===== src/rtl/led_feedback_pkg.sv =====
// Shared types and parameter defaults for the LED acknowledgement block.
package led_feedback_pkg;

    typedef enum logic [1:0] {
        IDLE = 2'd0,
        ON   = 2'd1,
        OFF  = 2'd2
    } state_t;

    typedef enum logic {
        SRC_COMIDA   = 1'b0,
        SRC_MEDICINA = 1'b1
    } src_t;

    localparam int TICK_DIV_DFLT   = 12500000;
    localparam int N_COMIDA_DFLT   = 2;
    localparam int N_MEDICINA_DFLT = 3;

    function automatic int max_int(input int a, input int b);
        return (a > b) ? a : b;
    endfunction

endpackage


===== src/rtl/led_feedback_tick_divisor.sv =====
// Free-running divider: tick is high in the last cycle of every TICK_DIV-cycle period.
// restart forces the count back to zero so each FSM state gets a full period.
module tick_divisor
    import led_feedback_pkg::*;
#(
    parameter int TICK_DIV = TICK_DIV_DFLT
) (
    input  logic clk,
    input  logic reset,
    input  logic restart,
    output logic tick
);

    localparam int              CW   = $clog2(TICK_DIV);
    localparam logic [CW-1:0]   LAST = CW'(TICK_DIV - 1);

    logic [CW-1:0] cnt;

    always_ff @(posedge clk) begin
        if (reset || restart) begin
            cnt <= '0;
        end else if (cnt == LAST) begin
            cnt <= '0;
        end else begin
            cnt <= cnt + CW'(1);
        end
    end

    assign tick = (cnt == LAST);

endmodule


===== src/rtl/led_feedback.sv =====
// Blinks led2/led3 to acknowledge food/medicine button events; led1 toggles on test events.
// All outputs registered; one pending request per source is held while another sequence runs.
module led_feedback
    import led_feedback_pkg::*;
#(
    parameter int TICK_DIV   = TICK_DIV_DFLT,
    parameter int N_COMIDA   = N_COMIDA_DFLT,
    parameter int N_MEDICINA = N_MEDICINA_DFLT
) (
    input  logic clk,
    input  logic reset,
    input  logic ev_test,
    input  logic ev_comida,
    input  logic ev_medicina,
    output logic led1,
    output logic led2,
    output logic led3,
    output logic busy
);

    localparam int            BW     = $clog2(max_int(N_COMIDA, N_MEDICINA) + 1);
    localparam logic [BW-1:0] LOAD_C = BW'(N_COMIDA);
    localparam logic [BW-1:0] LOAD_M = BW'(N_MEDICINA);

    state_t        state, state_n;
    src_t          src, src_n;
    logic [BW-1:0] blink_cnt, blink_n;
    logic          pend_c, pend_m, pend_c_n, pend_m_n;
    logic          avail_c, avail_m, start;
    logic          tick, restart;

    tick_divisor #(
        .TICK_DIV (TICK_DIV)
    ) u_tick (
        .clk     (clk),
        .reset   (reset),
        .restart (restart),
        .tick    (tick)
    );

    // A request is available if already latched or arriving this very cycle,
    // so a fresh event starts without spending a cycle in the pending flag.
    assign avail_c = pend_c | ev_comida;
    assign avail_m = pend_m | ev_medicina;

    always_comb begin
        state_n = state;
        src_n   = src;
        blink_n = blink_cnt;
        start   = 1'b0;
        case (state)
            IDLE: begin
                if (avail_c || avail_m) start = 1'b1;
            end
            ON: begin
                if (tick) begin
                    state_n = OFF;
                    blink_n = blink_cnt - BW'(1);
                end
            end
            OFF: begin
                if (tick) begin
                    if (blink_cnt != '0) begin
                        state_n = ON;
                    end else if (avail_c || avail_m) begin
                        // Chain straight into the next sequence instead of idling a cycle.
                        start = 1'b1;
                    end else begin
                        state_n = IDLE;
                    end
                end
            end
            default: state_n = IDLE;
        endcase
        if (start) begin
            state_n = ON;
            src_n   = avail_m ? SRC_MEDICINA : SRC_COMIDA;
            blink_n = avail_m ? LOAD_M : LOAD_C;
        end
        pend_m_n = avail_m & ~start;
        pend_c_n = avail_c & ~(start & ~avail_m);
    end

    assign restart = (state_n != state);

    always_ff @(posedge clk) begin
        if (reset) begin
            state     <= IDLE;
            src       <= SRC_COMIDA;
            blink_cnt <= '0;
            pend_c    <= 1'b0;
            pend_m    <= 1'b0;
            led1      <= 1'b0;
            led2      <= 1'b0;
            led3      <= 1'b0;
            busy      <= 1'b0;
        end else begin
            state     <= state_n;
            src       <= src_n;
            blink_cnt <= blink_n;
            pend_c    <= pend_c_n;
            pend_m    <= pend_m_n;
            led1      <= led1 ^ ev_test;
            led2      <= (state_n == ON) && (src_n == SRC_COMIDA);
            led3      <= (state_n == ON) && (src_n == SRC_MEDICINA);
            busy      <= (state_n != IDLE);
        end
    end

endmodule


===== config.mk =====
export PLATFORM = sky130hd
export DESIGN_NAME = led_feedback
export DESIGN_NICKNAME = d
export VERILOG_FILES = /design/src/rtl/led_feedback_pkg.sv /design/src/rtl/led_feedback_tick_divisor.sv /design/src/rtl/led_feedback.sv
export SDC_FILE = /design/constraint.sdc
export NUM_CORES = 1
export LEC_CHECK = 0
export BUFFER_PORTS_ARGS = -buffer_cell sky130_fd_sc_hd__buf_2
export CAP_MARGIN = 20
export CORE_MARGIN = 3
export CORE_UTILIZATION = 59
export CTS_CLUSTER_DIAMETER = 120
export DETAILED_ROUTE_END_ITERATION = 6
export PLACE_DENSITY = 0.83
export RECOVER_POWER = 50
export SYNTH_ARGS = -nofsm -noshare
export SYNTH_HDL_FRONTEND = slang
export SYNTH_SLANG_ARGS = --single-unit

===== constraint.sdc =====
create_clock -name clk -period 2.3 [get_ports clk]
set_clock_uncertainty 0.15 [all_clocks]
set_input_delay 0.46 -clock clk [delete_from_list [all_inputs] [get_ports clk]]
set_output_delay 0.46 -clock clk [all_outputs]
set_load 0.05 [all_outputs]

---- After elaboration in Yosys (flattened, before gate mapping) ----
Cells that the tools add are included.
cells by class
  add/subtract/negate cells ............... 2
  equal/unequal tests ..................... 5
  muxes and demuxes ....................... 16
  bitwise gates (word level) .............. 10
  reductions and logical operators ........ 11
operators with widths
  kind                                                                 count
  24-bit by 1-bit adder with 24-bit output (second input constant)     1
  24-bit == test (second input constant)                               1
  2-bit two-way mux                                                    8
  2-bit nonzero test                                                   4
  1-bit two-way mux                                                    6
  2-bit case mux with 3 select lines                                   1
  2-bit by 1-bit == test with 1-bit output (second input constant)     2
  1-bit NOT                                                            4
  1-bit AND                                                            3
  2-bit == test (second input constant)                                1
  1-bit logical AND                                                    2
  2-bit logical NOT                                                    1
  1-bit logical OR                                                     2
  2-bit inequality test                                                1
  1-bit bitwise OR                                                     2
  1-bit case mux with 2 select lines                                   1
  2-bit AND reduction                                                  1
  2-bit OR reduction                                                   1
  2-bit by 1-bit subtractor with 2-bit output (second input constant)  1
  1-bit bitwise XOR                                                    1
storage, ports and cells
  register bits ........................... 35

---- Depth between registers and ports, before layout ----
  depth after elaboration ................. 10
  gate-level depth with buffers ........... 7

---- Hierarchy ----
Synthesis repeated with hierarchy kept, for this count alone.
unflattened totals
  cells, all modules ...................... 182
  area total of the unflattened synthesis .. 1642.8 um^2
modules (own cells, without submodules)
  module        times used  cells each  area each (um^2)  sequential area each (um^2)
  tick_divisor  1           132         1163.6            480.5
  led_feedback  1           50          479.2             220.2

---- Least setup slack after synthesis ----
No wires, ideal clock.
  path type ............................... register to register
  from .................................... register u_tick.cnt[0]
  to ...................................... register u_tick.cnt[20]
  library setup time ...................... 0.070 ns
  data arrival time ....................... 1.761 ns
  data required time ...................... 2.080 ns
  slack ................................... 0.318 ns
  cell stages (with the launch flop) ...... 7
  buffers on the path ..................... 0
  period minus slack after synthesis ...... 1.982 ns
  cells stage by stage .................... dfxtp_1 ha_1 nand4_4 nor4_4 nand2_2 or4_1 a21oi_1
on the way
  cells in the longest elaborated chain, start to end .. 7
  elaborated cells on any way between the ends .. 11
  those cells by class .................... add/sub: 1; eq/ne: 2; mux: 6; reduce/logical: 2
RTL lines
  item                                                                                      line                                                              RTL
  start, declared                                                                           led_feedback_tick_divisor.sv:17                                   logic [CW-1:0] cnt;
  start signal, assigned                                                                    led_feedback_tick_divisor.sv:25                                   cnt <= cnt + CW'(1);
  24-bit == test                                                                            led_feedback_tick_divisor.sv:22, led_feedback_tick_divisor.sv:29
  2-bit two-way mux (tied with other cells)                                                 led_feedback.sv:62                                                if (tick) begin
  2-bit case mux with 3 select lines or 1-bit case mux with 2 select lines (tied branches)  led_feedback.sv:51                                                case (state)
  2-bit two-way mux                                                                         led_feedback.sv:75                                                if (start) begin
  2-bit inequality test                                                                     led_feedback.sv:84                                                assign restart = (state_n != state);
  1-bit logical OR                                                                          led_feedback_tick_divisor.sv:20                                   if (reset || restart) begin
  2-bit OR reduction (no source line)                                                       n/a
Parallel ways exist; a longest one is shown, timed or not.
A chain may end at the register's enable or synchronous reset.

---- Final worst setup path ----
  from .................................... register u_tick.cnt[1]
  to ...................................... register u_tick.cnt[20]
The elaborated chain is that of the path after synthesis.

==> results_dict.tcl <==
set metrics [dict create \
    layout.nets 196 \
    synthFlopType "dfxtp_1" \
    relSlewSlack 0.6027 \
    cts_max_level 2 \
    cts_tree "built" \
    power_density_nw_per_um2 672.9 \
    clockBufferDepth 2 \
    grt_pass1_wl_um 5388 \
    reg2regPathDepth 6 \
    overflow 0 \
    finalSetupTns_ps 0 \
    portBuffers 8 \
    antenna_found_initial 0 \
    p_leak_uw 0.0006064 \
    fin_area_um2 1732 \
    p_total_uw 1165 \
    grt_pass1_vias 1212 \
    drt_iter0_drc 103 \
    min_path_cells 3 \
    min_period_ps 2090 \
    hold_path.class "input port to register" \
    num_vias 1275 \
    rsz0062_at_grt "no" \
    worst-setup-path-type "register to register" \
    dp_slack_ps 161.0 \
    r2r_slack_ps 210 \
    path_depth 6 \
    syn_avg_cell_area_um2 9.175 \
    max_freq_mhz 478.5 \
    start_kind "register" \
    insertion_delay_ps 350 \
    worstPathArrival_ps 2230 \
    yosys_warnings 0 \
    track_usage 0.2145 \
    crit_family "simple AND/OR/NAND/NOR gates" \
    start_util 0.6329 \
    core_um2 2522 \
    maxSlewViolCount 0 \
    place_congestion 0.8279 \
    vias_per_cell 5.795 \
    drcViolationCount 0 \
    num_antenna_cells 0 \
    regArea_um2 700.7 \
    synth_area_leader_cell "dfxtp_1" \
    worst_pin_slew_ps 598.5 \
    ir_worst_vdd_mv 0.6010 \
    setup_viol 0 \
    clkSinkCount 35 \
    dieWidth_um 58.02 \
    hold-worst-slack_ps 227.4 \
    synthCells 174 \
    die-area_um2 3366 \
    die_h_um 58.02 \
    synth_top_area_share 0.4389 \
    async_flop_share 0 \
    seq_area_frac_synth 0.4389 \
    hpwl_um 2203 \
    drv_cap 0 \
    wl_per_cell_um 13.71 \
    area_growth_pct 8.464 \
    cts-root-buf "clkbuf_4" \
    crit_chain "ha_2, nand4_4, nor4_4, nand2_2, or4_1, a21oi_1" \
    io-pin-count 9 \
    syn_nets 181 \
    drt-pass1-iter-count 4 \
    worst-path-buf-inv 0 \
    worst_slack_ps 210.3 \
    synth_area_leaders "dfxtp_1, xnor2_1, nor2_1, xor2_1, nand4_1" \
    routed_wl_um 3017 \
    outcome "completed" \
    cts.clk_slew.worst_paths_ps 120 \
    multiInputGateArea_um2 805.8 \
    drive_gt1_frac 0.1316 \
    grt_max_degree 25 \
    cts_buffers 5 \
    synth_edf_count 0 \
    synth_area_um2 1597 \
    synth_cell_types 43 \
    crit_path_end_kind "register" \
    cpPeakStageDelay_ps 480 \
    dpl_cell_area_um2 1672 \
    rows 18 \
    fillers 208 \
    cp_max_fo 4 \
    crit_required_ps 2440 \
    synth-seq-cells 35 \
    ant_nets 0 \
    crit_slowest_cell "or4_1" \
    hold_violations 0 \
    fin_crit_sh 0.9086 \
]
-- cells by family (layout without fill, tap and decap cells) --
family	count (synthesis)	count (layout)	share of synthesized area
xor+xnor	21	21	0.1152
simple gates	84	84	0.2994
compound gates	15	15	0.06113
mux	2	2	0.01332
fa+ha+maj	2	2	0.01567
flops	35	35	0.4389
buf+inv	15	31	0.05642
-- final timing paths --
check / endpoint / startpoint
max: u_tick.cnt[20]$_SDFF_PP0_ / u_tick.cnt[1]$_SDFF_PP0_
max reg2reg: u_tick.cnt[20]$_SDFF_PP0_ / u_tick.cnt[1]$_SDFF_PP0_
min: led1$_SDFF_PP0_ / ev_test
min reg2reg: u_tick.cnt[22]$_SDFF_PP0_ / u_tick.cnt[22]$_SDFF_PP0_
-- worst min-delay path, delay by kind of cell --
family | cells | cell delay [ps]
simple gates | 1 | 70
buf+inv | 1 | 90
xor+xnor | 1 | 70
-- state kept, by name (all words and copies together) (netlist names) --
signal	cells
state	2
led2	1
pend_m	1
u_tick.cnt	24
busy	1
blink_cnt	2
pend_c	1
led1	1
led3	1
src	1
-- report_power, final --
part	total [µW]	switching [µW]	internal, µW
sequential	635	10.8	624
combinational	91.1	61.9	29.2
clock	439	211	229
-- cells in the final DEF, fill, tap and decap left out, types with 2 or more instances in the layout --
cell type and instances:
buf_2 4, dfxtp_1 35, nand4_1 7, a21oi_1 7, nand2_1 8, xor2_1 6, nand3_1 7, nor2_1 28
o31ai_1 2, inv_1 10, nor4_1 6, xnor2_1 15, clkbuf_1 5, or3_1 2, clkbuf_4 6, buf_4 3
nor4b_1 2, nor3_1 6, nor2b_1 2
-- routing by layer --
| metal | part of all wire | track usage | vias to the layer above |
|---|---|---|---|
| met4 | 0.029 | 0.1093 | 0 |
| met3 | 0.052 | 0.08018 | 8 |
| li1 | - | - | 633 |
| met2 | 0.49 | 0.3274 | 32 |
| met1 | 0.42 | 0.2643 | 602 |
| met5 | 0 | 0 | - |
-- layout make-up --
type                    count  area share
clock buffers               5     0.02168
repair buffers             13     0.03974
multi-input cells         124      0.4653
well taps                  30     0.02168
inverters                  10     0.02168
clock inverters             3     0.02529
flip-flops and latches     35      0.4046
-- metrics by stage --
stage,util,std cells
finish,0.6865,220
global route,0.6865,220
CTS,0.6949,220
detailed placement,0.6627,212
global placement,0.6627,212
floorplan,-,174
-- Yosys cell counts (all sizes together), types with 4 or more instances --
| master | instances |
|---|---|
| nand2 | 9 |
| nand3 | 8 |
| a21oi | 7 |
| nor3 | 6 |
| xor2 | 6 |
| inv | 10 |
| xnor2 | 15 |
| nor2 | 28 |
| dfxtp | 35 |
| nand4 | 8 |
| buf | 4 |
| nor4 | 7 |
-- what timing repair did --
item	4_1_cts	5_1_grt
gates resized for setup	0	1
endpoints found under the setup margin	0	2
hold buffers	0	0
setup buffers	0	0
Power figures use the tool's default switching activity.
